$ cat src/rtl/alu_pkg.sv
// ---------------------------------------------------------------------------
// alu_pkg
// Shared constants for the ALU issue path.
//   - 4-bit ALU opcode encodings consumed by the EX stage (0101 is unused)
//   - RV32I major opcodes and funct3/funct7 field values used by the decoder
//   - skid buffer occupancy states for the issue stage
//   - helpers that map funct3/funct7 onto an ALU opcode
// ---------------------------------------------------------------------------
package alu_pkg;

    // ALU opcodes
    localparam logic [3:0] ADD            = 4'b0000;
    localparam logic [3:0] SUB            = 4'b0001;
    localparam logic [3:0] AND            = 4'b0010;
    localparam logic [3:0] OR             = 4'b0011;
    localparam logic [3:0] XOR            = 4'b0100;
    localparam logic [3:0] SHL_LOGICAL    = 4'b0110;
    localparam logic [3:0] SHR_LOGICAL    = 4'b0111;
    localparam logic [3:0] SHR_ARITHMETIC = 4'b1000;
    localparam logic [3:0] LESS_THAN      = 4'b1001;

    // RV32I major opcodes handled by the ALU
    localparam logic [6:0] OPC_OP     = 7'b0110011;
    localparam logic [6:0] OPC_OP_IMM = 7'b0010011;
    localparam logic [6:0] OPC_LUI    = 7'b0110111;

    // funct3 values shared by OP and OP-IMM
    localparam logic [2:0] F3_ADD_SUB = 3'b000;
    localparam logic [2:0] F3_SLL     = 3'b001;
    localparam logic [2:0] F3_SLT     = 3'b010;
    localparam logic [2:0] F3_SLTU    = 3'b011;
    localparam logic [2:0] F3_XOR     = 3'b100;
    localparam logic [2:0] F3_SRL_SRA = 3'b101;
    localparam logic [2:0] F3_OR      = 3'b110;
    localparam logic [2:0] F3_AND     = 3'b111;

    // funct7 values (also imm[11:5] for immediate shifts)
    localparam logic [6:0] F7_BASE = 7'b0000000;
    localparam logic [6:0] F7_ALT  = 7'b0100000;

    // How many instructions the issue stage currently holds
    typedef enum logic [1:0] {
        SKID_EMPTY = 2'd0,
        SKID_ONE   = 2'd1,
        SKID_FULL  = 2'd2
    } skid_state_e;

    // funct7 is only free to be F7_ALT for ADD/SUB and SRL/SRA; SLTU is never supported
    function automatic logic funct7Legal(input logic [2:0] funct3, input logic [6:0] funct7);
        logic ok;
        case (funct3)
            F3_SLTU:                ok = 1'b0;
            F3_ADD_SUB, F3_SRL_SRA: ok = (funct7 == F7_BASE) || (funct7 == F7_ALT);
            default:                ok = (funct7 == F7_BASE);
        endcase
        return ok;
    endfunction

    // Maps funct3 (with funct7 selecting the SUB/SRA variants) to an ALU opcode
    function automatic logic [3:0] selectAluOp(input logic [2:0] funct3, input logic [6:0] funct7);
        logic [3:0] op;
        case (funct3)
            F3_ADD_SUB: op = (funct7 == F7_ALT) ? SUB : ADD;
            F3_SLL:     op = SHL_LOGICAL;
            F3_SLT:     op = LESS_THAN;
            F3_SLTU:    op = ADD;
            F3_XOR:     op = XOR;
            F3_SRL_SRA: op = (funct7 == F7_ALT) ? SHR_ARITHMETIC : SHR_LOGICAL;
            F3_OR:      op = OR;
            F3_AND:     op = AND;
            default:    op = ADD;
        endcase
        return op;
    endfunction

endpackage

$ cat src/rtl/alu_issue_stage_if.sv
// ---------------------------------------------------------------------------
// alu_issue_stage_if
// Handshake bundle around the ALU issue stage.
//   in_valid/in_ready  + instr, rs1_data, rs2_data   : instruction side
//   out_valid/out_ready + opcode, operand_0, operand_1, rd, illegal : ALU side
// Modports:
//   master - surrounding pipeline: supplies instructions, consumes ALU ops
//   slave  - the issue stage itself
// ---------------------------------------------------------------------------
interface alu_issue_stage_if #(
    parameter int XLEN = 32
) ();
    logic            in_valid;
    logic            in_ready;
    logic [31:0]     instr;
    logic [XLEN-1:0] rs1_data;
    logic [XLEN-1:0] rs2_data;
    logic            out_valid;
    logic            out_ready;
    logic [3:0]      opcode;
    logic [XLEN-1:0] operand_0;
    logic [XLEN-1:0] operand_1;
    logic [4:0]      rd;
    logic            illegal;

    modport master (
        output in_valid, instr, rs1_data, rs2_data, out_ready,
        input  in_ready, out_valid, opcode, operand_0, operand_1, rd, illegal
    );

    modport slave (
        input  in_valid, instr, rs1_data, rs2_data, out_ready,
        output in_ready, out_valid, opcode, operand_0, operand_1, rd, illegal
    );
endinterface

$ cat src/rtl/alu_decode.sv
// ---------------------------------------------------------------------------
// alu_decode
// Purely combinational RV32I -> ALU decoder.
//   i_instr     : instruction word
//   i_rs1Data   : x[rs1]
//   i_rs2Data   : x[rs2]
//   o_opcode    : 4-bit ALU opcode
//   o_operand0  : first ALU operand
//   o_operand1  : second ALU operand
//   o_rd        : destination register
//   o_illegal   : instruction cannot be executed by the ALU
// Illegal instructions come out as ADD 0,0 -> x0 so they retire harmlessly.
// ---------------------------------------------------------------------------
module alu_decode
    import alu_pkg::*;
#(
    parameter int XLEN = 32
) (
    input  logic [31:0]     i_instr,
    input  logic [XLEN-1:0] i_rs1Data,
    input  logic [XLEN-1:0] i_rs2Data,
    output logic [3:0]      o_opcode,
    output logic [XLEN-1:0] o_operand0,
    output logic [XLEN-1:0] o_operand1,
    output logic [4:0]      o_rd,
    output logic            o_illegal
);

    logic [6:0]      w_major;
    logic [2:0]      w_funct3;
    logic [6:0]      w_funct7;
    logic            w_isShift;
    logic [XLEN-1:0] w_immSext;
    logic [XLEN-1:0] w_shamt;
    logic [XLEN-1:0] w_luiImm;
    logic [3:0]      w_opcode;
    logic [XLEN-1:0] w_operand0;
    logic [XLEN-1:0] w_operand1;
    logic            w_illegal;
    logic            w_unusedRs1Field;

    assign w_major   = i_instr[6:0];
    assign w_funct3  = i_instr[14:12];
    assign w_funct7  = i_instr[31:25];
    assign w_isShift = (w_funct3 == F3_SLL) || (w_funct3 == F3_SRL_SRA);
    assign w_immSext = {{(XLEN-12){i_instr[31]}}, i_instr[31:20]};
    assign w_shamt   = {{(XLEN-5){1'b0}}, i_instr[24:20]};
    assign w_luiImm  = {i_instr[31:12], 12'b0};

    // The rs1 index was already used upstream to read the register file
    assign w_unusedRs1Field = ^i_instr[19:15];

    // Raw decode by major opcode; immediate shifts reuse the OP funct7 rules on imm[11:5]
    always_comb begin
        w_opcode   = ADD;
        w_operand0 = '0;
        w_operand1 = '0;
        w_illegal  = 1'b0;
        case (w_major)
            OPC_OP: begin
                w_operand0 = i_rs1Data;
                w_operand1 = i_rs2Data;
                w_opcode   = selectAluOp(w_funct3, w_funct7);
                w_illegal  = !funct7Legal(w_funct3, w_funct7);
            end
            OPC_OP_IMM: begin
                w_operand0 = i_rs1Data;
                if (w_isShift) begin
                    w_operand1 = w_shamt;
                    w_opcode   = selectAluOp(w_funct3, w_funct7);
                    w_illegal  = !funct7Legal(w_funct3, w_funct7);
                end else begin
                    w_operand1 = w_immSext;
                    w_opcode   = selectAluOp(w_funct3, F7_BASE);
                    w_illegal  = (w_funct3 == F3_SLTU);
                end
            end
            OPC_LUI: begin
                w_operand1 = w_luiImm;
            end
            default: begin
                w_illegal = 1'b1;
            end
        endcase
    end

    // Squash illegal instructions into a no-op write of zero to x0
    always_comb begin
        o_illegal  = w_illegal;
        o_opcode   = w_illegal ? ADD : w_opcode;
        o_operand0 = w_illegal ? '0 : w_operand0;
        o_operand1 = w_illegal ? '0 : w_operand1;
        o_rd       = w_illegal ? 5'd0 : i_instr[11:7];
    end

endmodule

$ cat src/rtl/alu_issue_stage.sv
// ---------------------------------------------------------------------------
// alu_issue_stage
// ID/EX issue stage in front of the ALU: decodes one instruction per
// handshake and presents it on a registered output with a one-entry skid so
// the stage keeps full throughput under backpressure.
//   clk          : rising-edge clock
//   rst          : synchronous active-high reset
//   flush        : drop everything held in the stage
//   bus          : alu_issue_stage_if.slave (instruction in, ALU op out)
//   issued_count : saturating count of output handshakes (not cleared by flush)
// ---------------------------------------------------------------------------
module alu_issue_stage
    import alu_pkg::*;
#(
    parameter int XLEN  = 32,
    parameter int CNT_W = 16
) (
    input  logic               clk,
    input  logic               rst,
    input  logic               flush,
    alu_issue_stage_if.slave   bus,
    output logic [CNT_W-1:0]   issued_count
);

    skid_state_e r_state;
    skid_state_e w_nextState;

    logic [3:0]      r_opcode,    r_skidOpcode;
    logic [XLEN-1:0] r_operand0,  r_skidOperand0;
    logic [XLEN-1:0] r_operand1,  r_skidOperand1;
    logic [4:0]      r_rd,        r_skidRd;
    logic            r_illegal,   r_skidIllegal;
    logic [CNT_W-1:0] r_issuedCount;

    logic [3:0]      w_decOpcode;
    logic [XLEN-1:0] w_decOperand0;
    logic [XLEN-1:0] w_decOperand1;
    logic [4:0]      w_decRd;
    logic            w_decIllegal;

    logic w_inReady;
    logic w_outValid;
    logic w_accept;
    logic w_drain;
    logic w_loadOutFromDecode;
    logic w_loadOutFromSkid;
    logic w_loadSkid;

    alu_decode #(.XLEN(XLEN)) u_decode (
        .i_instr    (bus.instr),
        .i_rs1Data  (bus.rs1_data),
        .i_rs2Data  (bus.rs2_data),
        .o_opcode   (w_decOpcode),
        .o_operand0 (w_decOperand0),
        .o_operand1 (w_decOperand1),
        .o_rd       (w_decRd),
        .o_illegal  (w_decIllegal)
    );

    // Both handshake flags are pure decodes of the state register, so neither
    // has a combinational path from the downstream ready
    assign w_inReady  = (r_state != SKID_FULL);
    assign w_outValid = (r_state != SKID_EMPTY);
    assign w_accept   = bus.in_valid && w_inReady;
    assign w_drain    = w_outValid && bus.out_ready;

    // Occupancy register
    always_ff @(posedge clk) begin
        if (rst) begin
            r_state <= SKID_EMPTY;
        end else begin
            r_state <= w_nextState;
        end
    end

    // Occupancy moves up on accept, down on drain; flush empties the stage
    always_comb begin
        w_nextState = r_state;
        if (flush) begin
            w_nextState = SKID_EMPTY;
        end else begin
            case (r_state)
                SKID_EMPTY: if (w_accept) w_nextState = SKID_ONE;
                SKID_ONE: begin
                    if (w_drain && !w_accept)      w_nextState = SKID_EMPTY;
                    else if (!w_drain && w_accept) w_nextState = SKID_FULL;
                end
                SKID_FULL:  if (w_drain) w_nextState = SKID_ONE;
                default:    w_nextState = SKID_EMPTY;
            endcase
        end
    end

    // Datapath load enables: the output register refills from the decoder when
    // it is free or draining, from the skid when the skid is occupied; the skid
    // only captures when the output register is stalled
    always_comb begin
        w_loadOutFromDecode = 1'b0;
        w_loadOutFromSkid   = 1'b0;
        w_loadSkid          = 1'b0;
        if (!flush) begin
            case (r_state)
                SKID_EMPTY: w_loadOutFromDecode = w_accept;
                SKID_ONE: begin
                    w_loadOutFromDecode = w_accept && w_drain;
                    w_loadSkid          = w_accept && !w_drain;
                end
                SKID_FULL:  w_loadOutFromSkid = w_drain;
                default: ;
            endcase
        end
    end

    // Output and skid payload registers
    always_ff @(posedge clk) begin
        if (rst) begin
            r_opcode       <= ADD;
            r_operand0     <= '0;
            r_operand1     <= '0;
            r_rd           <= 5'd0;
            r_illegal      <= 1'b0;
            r_skidOpcode   <= ADD;
            r_skidOperand0 <= '0;
            r_skidOperand1 <= '0;
            r_skidRd       <= 5'd0;
            r_skidIllegal  <= 1'b0;
        end else begin
            if (w_loadOutFromDecode) begin
                r_opcode   <= w_decOpcode;
                r_operand0 <= w_decOperand0;
                r_operand1 <= w_decOperand1;
                r_rd       <= w_decRd;
                r_illegal  <= w_decIllegal;
            end else if (w_loadOutFromSkid) begin
                r_opcode   <= r_skidOpcode;
                r_operand0 <= r_skidOperand0;
                r_operand1 <= r_skidOperand1;
                r_rd       <= r_skidRd;
                r_illegal  <= r_skidIllegal;
            end
            if (w_loadSkid) begin
                r_skidOpcode   <= w_decOpcode;
                r_skidOperand0 <= w_decOperand0;
                r_skidOperand1 <= w_decOperand1;
                r_skidRd       <= w_decRd;
                r_skidIllegal  <= w_decIllegal;
            end
        end
    end

    // Issue counter; a handshake in a flush cycle still counts, flush never clears it
    always_ff @(posedge clk) begin
        if (rst) begin
            r_issuedCount <= '0;
        end else if (w_drain && (r_issuedCount != {CNT_W{1'b1}})) begin
            r_issuedCount <= r_issuedCount + 1'b1;
        end
    end

    assign bus.in_ready  = w_inReady;
    assign bus.out_valid = w_outValid;
    assign bus.opcode    = r_opcode;
    assign bus.operand_0 = r_operand0;
    assign bus.operand_1 = r_operand1;
    assign bus.rd        = r_rd;
    assign bus.illegal   = r_illegal;
    assign issued_count  = r_issuedCount;

endmodule

$ cat src/flat_wrapper.sv
// flat-port wrapper written by rule: the top's interface ports become plain ports
module alu_issue_stage_flat import alu_pkg::*;
#(
    parameter int XLEN  = 32,
    parameter int CNT_W = 16
)
  (clk, rst, flush, issued_count, bus_in_valid, bus_instr, bus_rs1_data, bus_rs2_data, bus_out_ready, bus_in_ready, bus_out_valid, bus_opcode, bus_operand_0, bus_operand_1, bus_rd, bus_illegal);
  alu_issue_stage_if #(.XLEN(XLEN)) bus_i ();
  input  logic clk;
  input  logic rst;
  input  logic flush;
  output logic [CNT_W-1:0] issued_count;
  input wire logic [$bits(bus_i.in_valid)-1:0] bus_in_valid;
  input wire logic [$bits(bus_i.instr)-1:0] bus_instr;
  input wire logic [$bits(bus_i.rs1_data)-1:0] bus_rs1_data;
  input wire logic [$bits(bus_i.rs2_data)-1:0] bus_rs2_data;
  input wire logic [$bits(bus_i.out_ready)-1:0] bus_out_ready;
  output wire logic [$bits(bus_i.in_ready)-1:0] bus_in_ready;
  output wire logic [$bits(bus_i.out_valid)-1:0] bus_out_valid;
  output wire logic [$bits(bus_i.opcode)-1:0] bus_opcode;
  output wire logic [$bits(bus_i.operand_0)-1:0] bus_operand_0;
  output wire logic [$bits(bus_i.operand_1)-1:0] bus_operand_1;
  output wire logic [$bits(bus_i.rd)-1:0] bus_rd;
  output wire logic [$bits(bus_i.illegal)-1:0] bus_illegal;
  assign bus_i.in_valid = bus_in_valid;
  assign bus_i.instr = bus_instr;
  assign bus_i.rs1_data = bus_rs1_data;
  assign bus_i.rs2_data = bus_rs2_data;
  assign bus_i.out_ready = bus_out_ready;
  assign bus_in_ready = bus_i.in_ready;
  assign bus_out_valid = bus_i.out_valid;
  assign bus_opcode = bus_i.opcode;
  assign bus_operand_0 = bus_i.operand_0;
  assign bus_operand_1 = bus_i.operand_1;
  assign bus_rd = bus_i.rd;
  assign bus_illegal = bus_i.illegal;
  alu_issue_stage #(.XLEN(XLEN), .CNT_W(CNT_W)) u_core (.clk(clk), .rst(rst), .flush(flush), .bus(bus_i), .issued_count(issued_count));
endmodule
$ cat config.mk
export PLATFORM = sky130hd
export DESIGN_NAME = alu_issue_stage_flat
export DESIGN_NICKNAME = d
export VERILOG_FILES = /design/src/rtl/alu_pkg.sv /design/src/rtl/alu_issue_stage_if.sv /design/src/rtl/alu_decode.sv /design/src/rtl/alu_issue_stage.sv /design/src/flat_wrapper.sv
export SDC_FILE = /design/constraint.sdc
export NUM_CORES = 1
export LEC_CHECK = 0
export BUFFER_PORTS_ARGS = -buffer_cell sky130_fd_sc_hd__buf_2
export CAP_MARGIN = 20
export CORE_ASPECT_RATIO = 0.5
export CORE_MARGIN = 5
export CORE_UTILIZATION = 40
export DETAILED_ROUTE_END_ITERATION = 6
export PLACE_DENSITY_LB_ADDON = 0.1
export RECOVER_POWER = 100
export SYNTH_ARGS = -nofsm -noshare
export SYNTH_HDL_FRONTEND = slang
export SYNTH_SLANG_ARGS = --single-unit
$ cat constraint.sdc
create_clock -name clk -period 4 [get_ports clk]
set_clock_uncertainty 0.15 [all_clocks]
set_input_delay 0.4 -clock clk [delete_from_list [all_inputs] [get_ports clk]]
set_output_delay 0.4 -clock clk [all_outputs]
set_load 0.005 [all_outputs]
======== Yosys cells after proc, flatten, opt, wreduce, memory -nomap -nowiden ========
Memories as Yosys holds them, arrays and structs flattened.
Cells that the tools add are included.
word-level totals
  flip-flop bits (word level) ............. 166
  memory bits (read-only) ................. 32
  input bits .............................. 101
  output and inout bits ................... 92
  word-level logic and storage cells ...... 92
  memories kept ........................... 1
operators by class
  $add $sub $neg .......................... 1
  equal/unequal tests ..................... 18
  multiplexer cells ....................... 39
  reductions and logical operators ........ 21
memories
  memory            depth  bits a word  read ports  clocked after Yosys merged registers in  write ports  RTL line       source
  (name not given)  8      4            1           0                                        0            alu_pkg.sv:62  case (funct3)
operators by type and width
  cell                   count
  $mux 32                8
  $pmux 32 s3            1
  $pmux 4 s8             1
  $eq 7x6->1 const B     3
  $mux 4                 5
  $add 16x1->16 const B  1
  $ne 16x16->1 const B   1
  $mux 5                 3
  $eq 3x3->1 const B     4
  $mux 1                 12
  $mux 2                 4
  $pmux 4 s2             1
  $eq 7x5->1 const B     1
  $logic_not 7->1        1
  $eq 3x2->1 const B     2
  $logic_and 1x1->1      6
  $pmux 2 s3             1
  $reduce_or 2->1        3
  $logic_not 1->1        4
  $ne 2x1->1 const B     2
  $pmux 1 s2             2
  $reduce_bool 2->1      2
  $eq 3x1->1 const B     1
  $logic_not 3->1        1
  8 further kinds        9

======== Depth between registers and ports, before layout ========
Gate-level depths: netlist of the first run.
  word-level depth ........................ 10
  gate-level depth with buffers ........... 10
  depth with buffers taken out ............ 7

======== Cells and area by module ========
A second synthesis of the first run with hierarchy kept.
second synthesis, totals
  cell total of the unflattened synthesis .. 959
  area, all modules ....................... 7557.2 µm²
modules (own cells, without submodules)
  module           instances  cells an instance  area an instance (µm²)  sequential area each (µm²)
  alu_issue_stage  1          771                6354.8                  3323.2
  alu_decode       1          188                1202.4                  0.0

======== Least setup slack after synthesis of the first run ========
OpenSTA, ideal clock, no wires.
  path type ............................... in2reg
  from .................................... in bus_instr[13]
  to ...................................... reg u_core.r_skidOperand1[13]
  setup time .............................. 0.074 ns
  arrival time ............................ 2.086 ns
  required time ........................... 3.776 ns
  slack ................................... 1.690 ns
  stages on the path ...................... 10
  path buffers ............................ 3
  cell sequence ........................... clkbuf_1 -> inv_1 -> ha_1 -> clkbuf_1 -> nor2_1 -> o2111ai_1 -> a21bo_2 -> o21ai_1 -> clkbuf_2 -> o21ai_0
between the ends
  word-level cells in the longest chain between the ends .. 9
  elaborated cells between the ends (all ways) .. 17
  classes of those cells .................. 3 x eq/ne; 9 x mux; 5 x reduce/logical
ends and longest elaborated chain
  what                                           RTL line                         source
  start: declaration                             flat_wrapper.sv:14               input wire logic [$bits(bus_i.instr)-1:0] bus_instr;
  $eq 3x3->1 or $logic_not 3->1 (tied branches)  alu_pkg.sv:51, alu_decode.sv:45
  $reduce_or 2->1                                alu_pkg.sv:51                    case (funct3)
  $pmux 1 s2                                     alu_pkg.sv:51
  $mux 1                                         alu_decode.sv:68                 if (w_isShift) begin
  $mux 1                                         alu_decode.sv:59                 case (w_major)
  $logic_not 1->1                                alu_decode.sv:71                 w_illegal = !funct7Legal(w_funct3, w_funct7);
  $mux 1                                         alu_decode.sv:68
  $pmux 1 s3                                     alu_decode.sv:59
  $mux 32 (*)                                    alu_decode.sv:92                 o_operand1 = w_illegal ? '0 : w_operand1;
  end signal: assignment                         alu_issue_stage.sv:144           r_skidOperand1 <= w_decOperand1;
  end: declaration                               alu_issue_stage.sv:30            logic [XLEN-1:0] r_operand1, r_skidOperand1;
Mark *: on every way between the ends. The rest lies on a longest branch, timed or not. The select of a mux whose other input is x is not followed.
A chain may end at the register's enable or synchronous reset.

======== Final worst setup path of the first run ========
  from .................................... in bus_instr[13]
  to ...................................... reg u_core.r_operand1[28], in the netlist u_core.bus.operand_1[28]
between the ends
  word-level cells in the longest chain between the ends .. 10
  elaborated cells between the ends (all ways) .. 18
  classes of those cells .................. 3 x eq/ne; 10 x mux; 5 x reduce/logical
ends and longest elaborated chain
  what                                           RTL line                         source
  $eq 3x3->1 or $logic_not 3->1 (tied branches)  alu_pkg.sv:51, alu_decode.sv:45
  $reduce_or 2->1                                alu_pkg.sv:51
  $pmux 1 s2                                     alu_pkg.sv:51
  $mux 1                                         alu_decode.sv:68
  $mux 1                                         alu_decode.sv:59
  $logic_not 1->1                                alu_decode.sv:71
  $mux 1                                         alu_decode.sv:68
  $pmux 1 s3                                     alu_decode.sv:59
  $mux 32 (*)                                    alu_decode.sv:92
  $mux 32 (*)                                    alu_issue_stage.sv:128           if (w_loadOutFromDecode) begin
  end signal: assignment                         alu_issue_stage.sv:131           r_operand1 <= w_decOperand1;
  end signal: assignment                         alu_issue_stage.sv:137           r_operand1 <= r_skidOperand1;
  end: declaration                               alu_issue_stage.sv:30
Marks and branches as above.

==> flow_summary.yaml, run 1 <==
clocking:
  cts_buffers: 17
  cts.clk_slew.worst_paths_ns: 0.07
  clk_path_buf_depth: 2
  cts_hold_buffers: 0
  cts_tree: "built"
  post_cts_resized: 0
  cts_setup_buffers: 0
  clkLatencyLatePin_ns: 0.41
  root_buffer: "clkbuf_16"
  htreeDepth: 4
  numClockSinks: 166
yosys:
  synthDistinctLibCells: 65
  ys.flop_type: "dfxtp_1"
  syn-num-nets: 885
  ys_seq_elements: 166
  synth_edf_count: 0
  async_flop_share_pct: 0
  synth_top_area_share_pct: 45.1
  ys_top_cells_by_area: "dfxtp_1, mux2i_1, o22ai_1"
  synth_area_leader_cell: "dfxtp_1"
  syn_inst: 779
  syn_area_per_cell_sq_um: 9.45
  ys_seq_area_share_pct: 45.1
  synth_area_sq_um: 7360
  synth-warning-count: 0
worst_setup_path:
  cp-startpoint: "bus_instr[13]"
  critPathCaptureType: "flip-flop"
  r2r_cells: 5
  cp-endpoint: "u_core.bus.operand_1[28]"
  worstPathMaxFanout: 23
  r2r_slack_ns: 0.93
  r2r_start: "u_core.r_state[1]"
  required_ns: 4.07
  crit_arrival_ns: 3.27
  critPathKind: "in2reg"
  r2r_end: "u_core.bus.operand_1[16]"
  setup.worst_path.start_class: "input pin"
power_and_ir_drop:
  p_leak_uw: 0.00319
  totalPowerFinal_uw: 3520
  power_frac_seq_pct: 47.1
  irDropWorstVdd_mv: 0.282
  p_switching_uw: 831
  internal-power_uw: 2690
  swShare_pct: 23.6
  power_frac_clock_pct: 46.8
  power_density_nw_per_um2: 398
  power_frac_comb_pct: 6.2
min_path:
  min-delay-start: "flush"
  min_path_type: "in2reg"
detailed_routing:
  antenna_left: 0
  drc: 0
  dr.pass1.iters: 5
  drt_iter0_markers: 290
  routed_wirelength_um: 20900
  dr_total_vias: 6345
  vias_per_cell: 5.33
  wl_per_cell_um: 17.6
placement:
  placed_cells: 1158
  place.gp.congestion: 0.850
  port-buffer-count: 192
  dp_hpwl_um: 13900
floorplanning:
  rows: 35
  ios: 193
  start_util_pct: 40.4
  die_w_um: 202
  die_area_sq_um: 21400
  die_h_um: 106
  core_area_sq_um: 18200
layout:
  fin_cells: 1190
  syn_to_final_growth_pct: 20.1
  final_util_pct: 48.5
  seqCellArea_sq_um: 3320
  final_nets: 1043
  drive_gt1_share_pct: 22.0
  antenna_cells: 0
  nFillCells: 1830
  multi_input_area_sq_um: 3610
job:
  maxCapViolations: 1
status:
  status: "finished with violations"
  failed_checks: "max-capacitance violations, max-slew violations"
grt:
  grt.overflow.total: 0
  antenna_found_initial: 3
  grt_max_degree: 76
  grt_pass1_wl_um: 33400
  track_usage_pct: 19.1
  first_global_vias: 6190
sta:
  holdWs_ns: 0.0611
  setup_viol: 0
  fin_tns_setup_ns: 0
  max_freq_mhz: 312
  min_period_ns: 3.20
  rsz0062_at_grt: "false"
  finalCritPeriodShare_pct: 80.1
  worstMarginPinSlew_ns: 1.79
  report.final.hold_viol_count: 0
  drv_slew: 41
  slew-limit-headroom_pct: -19.2
-- synth_stat cells (all sizes together), types with 2 or more instances --
library cell  count
a41oi             2
o211ai            4
nor2             41
mux2i            80
and3              4
nand3             7
nand2b           37
o21ai            66
or2               2
dfxtp           166
and2              4
o31ai             2
o21bai            2
nor3b            10
o22ai            64
xor2              9
mux2             21
clkbuf           34
a311o             2
nor3              8
o311ai            2
nor2b             3
o2111ai           7
buf              28
o2bb2ai           6
nand4             2
xnor2             3
nor4              3
inv              13
a22o              6
ha                5
or3               2
nand2            73
a22oi             7
a21oi            38
-- how the worst min path moves through the flow --
| stage | endpoint | slack (ns) | cells after the start |
|---|---|---|---|
| floorplan | u_core.r_skidOpcode[1] | 0.27 | 2 |
| global placement | u_core.r_skidOperand0[17] | 0.28 | 2 |
| detailed placement | u_core.r_skidOperand0[15] | 0.29 | 2 |
| CTS | u_core.r_state[0] | 0.04 | 2 |
| global route | u_core.r_state[0] | 0.05 | 2 |
| finish | u_core.r_state[0] | 0.06 | 2 |
-- final cells by class --
class | count | share of cell area, %
clock buffer | 19 | 5.01
inverter | 13 | 0.552
tap | 240 | 3.40
multi-input combinational | 538 | 40.9
clock inverter | 13 | 1.67
timing repair buffer | 201 | 10.9
sequential | 166 | 37.6
-- logic make-up after synthesis --
logic type               synth area share (%)
AO/OA/AOI/OAI                            19.4
XOR/XNOR                                 1.43
adder cells (fa/ha/maj)                 0.850
buffers and inverters                    4.93
flip-flops                               45.1
multiplexers                             14.1
AND/OR/NAND/NOR                          14.1
-- critical path, cell delays in order --
cell	delay (ns)
clkbuf_1	0.21
inv_1	0.13
ha_1	0.53
nor2_1	0.17
o2111ai_1	0.20
a21bo_1	0.32
o21ai_0	0.16
clkbuf_1	0.94
o22ai_1	0.21
-- per-layer routing --
metal | vias up | GRT usage, % | part of all wire (%)
met3 | 18 | 6.31 | 7.3
met5 | - | 0 | 0.18
met2 | 180 | 31.6 | 47
li1 | 3118 | - | -
met4 | 6 | 3.51 | 0.60
met1 | 3023 | 24.8 | 45
-- power groups by stage --
| stage | combinational (uW) | clock (uW) | sequential (uW) |
|---|---|---|---|
| after global routing | 238 | 1760 | 1660 |
| after global placement | 223 | 0 | 1690 |
| final | 217 | 1650 | 1660 |
| after CTS | 223 | 1690 | 1660 |
| after floorplan | 125 | 0 | 1690 |
| after detailed placement | 221 | 0 | 1690 |
-- sequential cells by signal, indices dropped and copies added, names as in the netlist, 4 cells and up --
signal and flops:
u_core.bus.rd 5, u_core.bus.operand_0 32, u_core.bus.operand_1 32, u_core.r_skidRd 5, u_core.r_skidOpcode 4, u_core.r_skidOperand1 32, u_core.bus.opcode 4, u_core.issued_count 16
u_core.r_skidOperand0 32
-- metrics by stage --
step / worst slack (ns) / area, sq um
after detailed placement: 0.746 / 8400
after global routing: 0.463 / 8840
after floorplan: 1.69 / 7360
after CTS: 1.19 / 8990
after global placement: 0.800 / 8400
final: 0.795 / 8840
-- cells in the final DEF (no fill, tap or decap), types with 3 or more instances in the layout --
cell and n:
nand2_1 72, o2bb2ai_1 6, nand3_1 6, buf_2 137
clkbuf_16 17, a22oi_1 7, buf_4 6, and3_1 4
inv_6 3, clkinvlp_4 4, a22o_1 6, xnor2_1 3
nand2b_1 37, o21ai_0 64, mux2_2 21, o22ai_1 63
o2111ai_1 7, a21oi_1 38, nor3b_1 7, mux2i_1 80
xor2_1 9, dfxtp_1 166, nor2_1 40, clkbuf_1 57
clkinv_4 3, ha_1 5, nor3_1 7, inv_1 13
o211ai_1 4, nor2b_1 3, nor3b_2 3
(Power assumes the default switching activity.)
==> run 2, diff against run 1 <==
==> constraint.sdc (replaced) <==
create_clock -name clk -period 3.2 [get_ports clk]
set_clock_uncertainty 0.15 [all_clocks]
set_input_delay 0.32 -clock clk [delete_from_list [all_inputs] [get_ports clk]]
set_output_delay 0.32 -clock clk [all_outputs]
set_load 0.005 [all_outputs]
==> flow_summary.yaml, run 2 (synthesized netlist as in run 1, its figures left out) <==
clocking:
  clkLatencyLatePin_ns: 0.42
  post_cts_resized: 0
  numClockSinks: 166
  cts_buffers: 17
  root_buffer: "clkbuf_16"
  cts_tree: "built"
  htreeDepth: 4
  clk_path_buf_depth: 2
  cts.clk_slew.worst_paths_ns: 0.06
worst_setup_path:
  r2r_cells: 5
  critPathKind: "in2reg"
  setup.worst_path.start_class: "input pin"
  required_ns: 3.33
  critPathCaptureType: "flip-flop"
  crit_arrival_ns: 2.73
  r2r_start: "u_core.r_state[1]"
  r2r_end: "u_core.bus.operand_0[29]"
  r2r_slack_ns: 0.76
  worstPathMaxFanout: 18
job:
  maxCapViolations: 0
grt:
  grt_pass1_wl_um: 33300
  first_global_vias: 6313
  grt.overflow.total: 0
  track_usage_pct: 19.2
  antenna_found_initial: 3
  grt_max_degree: 64
sta:
  setup_slack_ns: 0.592
  rsz0062_at_grt: "false"
  fin_tns_setup_ns: 0
  report.final.hold_viol_count: 0
  worstMarginPinSlew_ns: 0.917
  max_freq_mhz: 383
  min_period_ns: 2.61
  slew-limit-headroom_pct: 38.9
  setup_viol: 0
  drv_slew: 0
  finalCritPeriodShare_pct: 81.5
placement:
  place.gp.congestion: 0.865
  preCtsSetupSlack_ns: 0.504
  port-buffer-count: 192
  dp_hpwl_um: 14100
power_and_ir_drop:
  p_leak_uw: 0.00323
  irDropWorstVdd_mv: 0.367
  power_density_nw_per_um2: 496
layout:
  final_cell_mix: "dfxtp_1, buf_2, mux2i_1"
  syn_to_final_growth_pct: 21.6
  layout_commonest_cell: "dfxtp_1"
  nFillCells: 1783
  seqCellArea_sq_um: 3320
  drive_gt1_share_pct: 22.1
  final_nets: 1052
  multi_input_area_sq_um: 3630
  antenna_cells: 0
min_path:
  min_to: "u_core.r_skidOperand0[0]"
  hold_depth: 3
  min-delay-start: "bus_rs1_data[0]"
  min_path_type: "in2reg"
status:
  status: "completed"
floorplanning:
  start_util_pct: 40.4
  rows: 35
  die_w_um: 202
  core_area_sq_um: 18200
  die_h_um: 106
  ios: 193
  die_area_sq_um: 21400
detailed_routing:
  routed_wirelength_um: 20900
  wl_per_cell_um: 17.5
  dr_total_vias: 6304
  drc: 0
  drt_iter0_markers: 274
  antenna_left: 0
  dr.pass1.iters: 5
  vias_per_cell: 5.27
[run 2: cell count changes in the layout (fill, tap and decap cells not counted), sizes merged]
cell         before  now
clkbuf           75   81
dlygate4sd3       0    3
inv              16   13
clkinvlp          4    2
buf             145  146
bufinv            2    3
[run 2: area by class of cell]
| cell class | instances | share of cell area, % |
|---|---|---|
| clock buffers | 20 | 5.10 |
| clock inverters | 9 | 1.44 |
| inverters | 13 | 0.545 |
| multi-input cells | 538 | 40.6 |
| flip-flops and latches | 166 | 37.1 |
| well taps | 240 | 3.36 |
| repair buffers | 210 | 11.9 |
[run 2: how the worst max path moves through the flow]
stage | from | endpoint | slack [ns]
6_report | flush | u_core.bus.operand_0[29] | 0.59
4_1_cts | flush | u_core.bus.operand_0[29] | 0.85
2_1_floorplan | bus_instr[13] | u_core.r_skidOperand1[13] | 0.97
3_3_place_gp | bus_instr[13] | u_core.bus.operand_0[21] | 0.59
5_1_grt | flush | u_core.bus.operand_0[24] | 0.39
3_5_place_dp | bus_instr[13] | u_core.bus.operand_0[11] | 0.50
[run 2: power breakdown]
group	switching [uW]	internal (uW)
clock	824	1250
sequential	3.17	2070
combinational	164	121
total	991	3440
[run 2: routing by layer]
layer,wire length (um),share of wire (%),global-route usage (%)
met5,36,0.17,0
met4,178,0.85,4.29
met3,1240,5.9,5.88
met2,9700,46,31.8
met1,9790,47,25.0
[run 2: timing repair]
| item | in CTS | in global routing |
|---|---|---|
| buffers inserted | 0 | 0 |
| hold endpoints to repair | 4 | 0 |
| endpoints found under the setup margin | 0 | 0 |
| hold buffers | 3 | 0 |
[run 2: critical path, stage by stage]
cell,delay [ns]
dlygate4sd3_1,0.53
clkbuf_1,0.15
nor3b_2,0.34
nand2_1,0.20
nand2b_1,0.70
buf_4,0.36
o22ai_1,0.11
[run 2: stage by stage]
step | total power, uW | utilization (%) | hold slack [ns] | instance area (sq um) | std cells
floorplan | 2270 | - | 0.247 | 7360 | 779
global placement | 2410 | 46.5 | 0.283 | 8470 | 1164
detailed placement | 2410 | 46.5 | 0.291 | 8470 | 1164
CTS | 4500 | 49.9 | 0.00476 | 9090 | 1196
global route | 4600 | 49.1 | 0.0210 | 8950 | 1196
finish | 4430 | 49.1 | 0.0257 | 8950 | 1196
==> run 3, diff against run 2 <==
==> constraint.sdc (replaced) <==
create_clock -name clk -period 2.2 [get_ports clk]
set_clock_uncertainty 0.15 [all_clocks]
set_input_delay 0.22 -clock clk [delete_from_list [all_inputs] [get_ports clk]]
set_output_delay 0.22 -clock clk [all_outputs]
set_load 0.005 [all_outputs]
==> flow_summary.yaml, run 3 (synthesized netlist as in run 1, its figures left out) <==
floorplanning:
  start_util_pct: 40.4
  die_h_um: 106
  die_w_um: 202
  core_area_sq_um: 18200
  rows: 35
  ios: 193
  die_area_sq_um: 21400
detailed_routing:
  antenna_left: 0
  drt_iter0_markers: 265
  vias_per_cell: 5.24
  drc: 0
  dr.pass1.iters: 5
  dr_total_vias: 6613
  wl_per_cell_um: 17.3
  routed_wirelength_um: 21800
sta:
  slew-limit-headroom_pct: 40.9
  report.final.hold_viol_count: 0
  setup_slack_ns: 0.144
  setup_viol: 0
  rsz0062_at_grt: "false"
  min_period_ns: 2.06
  max_freq_mhz: 486
  holdWs_ns: 0.0420
  worstMarginPinSlew_ns: 0.887
  drv_slew: 0
  finalCritPeriodShare_pct: 93.4
worst_setup_path:
  crit_arrival_ns: 2.19
  critPathKind: "reg2reg"
  cp_slowest_cell: "dfxtp_1"
  required_ns: 2.34
  worstPathMaxFanout: 21
  critPathCaptureType: "flip-flop"
  r2r_start: "u_core.r_state[1]"
  setup.worst_path.start_class: "flip-flop"
  r2r_cells: 6
  cp-startpoint: "u_core.r_state[1]"
  worst-path-buf-inv: 2
  r2r_slack_ns: 0.14
  cp_cell_sequence: "nand2b_1 > nor3b_2 > buf_12 > buf_6 > mux2i_1 > o22ai_1"
  crit_family: "buffers and inverters"
  r2r_end: "u_core.bus.operand_1[16]"
  slowest_delay_ns: 0.45
power_and_ir_drop:
  irDropWorstVdd_mv: 0.526
  totalPowerFinal_uw: 6750
  p_leak_uw: 0.00353
  power_density_nw_per_um2: 700
placement:
  dp_hpwl_um: 14700
  port-buffer-count: 192
  place.gp.congestion: 0.828
  place_area_sq_um: 8710
  preCtsSetupSlack_ns: -0.00314
layout:
  final_area_sq_um: 9640
  final_util_pct: 52.9
  final_nets: 1115
  drive_gt1_share_pct: 23.1
  syn_to_final_growth_pct: 31.0
  nFillCells: 1772
  final_cell_mix: "dfxtp_1, buf_2, mux2i_1"
  layout_commonest_cell: "dfxtp_1"
  antenna_cells: 0
clocking:
  cts_buffers: 17
  numClockSinks: 166
  cts_tree: "built"
  cts_setup_buffers: 0
  cts.clk_slew.worst_paths_ns: 0.07
  clk_path_buf_depth: 2
  htreeDepth: 4
  root_buffer: "clkbuf_16"
  clkLatencyLatePin_ns: 0.42
min_path:
  min_path_type: "in2reg"
  min-delay-start: "bus_rs2_data[8]"
  hold_depth: 3
  min_to: "u_core.bus.operand_1[8]"
status:
  status: "completed"
grt:
  track_usage_pct: 20.2
  grt_pass1_wl_um: 34900
  grt_max_degree: 64
  grt.overflow.total: 0
  antenna_found_initial: 3
  first_global_vias: 6506
job:
  maxCapViolations: 0
-- run 3: worst max-delay path by stage --
stage                                 to  slack [ns]  cells after the start
2_1_floorplan  u_core.r_skidOperand1[13]        0.07                     10
3_3_place_gp   u_core.r_skidOperand1[19]        0.07                      9
3_5_place_dp    u_core.bus.operand_1[21]      -0.003                      7
6_report        u_core.bus.operand_1[16]        0.14                      6
4_1_cts           u_core.issued_count[1]        0.19                      6
5_1_grt        u_core.r_skidOperand0[10]        0.03                      8
-- run 3: metal layers --
layer	wire length (um)	global-route usage [%]
met5	40	0
met4	222	5.12
met3	1370	5.70
met2	10200	33.0
met1	10000	26.6
-- run 3: final cells by class --
class | count | area, sq um | area share, %
Clock buffer | 22 | 474 | 4.92
Clock inverter | 10 | 166 | 1.73
Inverter | 13 | 48.8 | 0.506
Multi-Input combinational cell | 538 | 3670 | 38.1
Sequential cell | 166 | 3320 | 34.5
Tap cell | 240 | 300 | 3.11
Timing Repair Buffer | 273 | 1660 | 17.2
-- run 3: tightest hold or removal path, cell delays in order --
cell	delay [ns]
buf_2	0.09
a21oi_1	0.07
o22ai_1	0.17
-- run 3: power by group --
group	total [uW]	switching, uW	leakage, uW	internal, uW
Combinational	489	257	0.00189	232
Sequential	3010	4.37	0.00134	3010
Clock	3250	1250	0.000307	2000
-- run 3: metrics by stage --
| step | setup TNS (ns) | cells |
|---|---|---|
| after floorplan | 0 | 779 |
| after global placement | 0 | 1185 |
| after detailed placement | -0.00314 | 1185 |
| after CTS | 0 | 1262 |
| after global routing | 0 | 1262 |
| final | 0 | 1262 |
-- run 3: timing repair --
action                                  in CTS  in global routing
endpoints found under the setup margin       0                  0
gates resized for setup                      0                  0
hold buffers                                45                  0
hold endpoints to repair                    83                  0
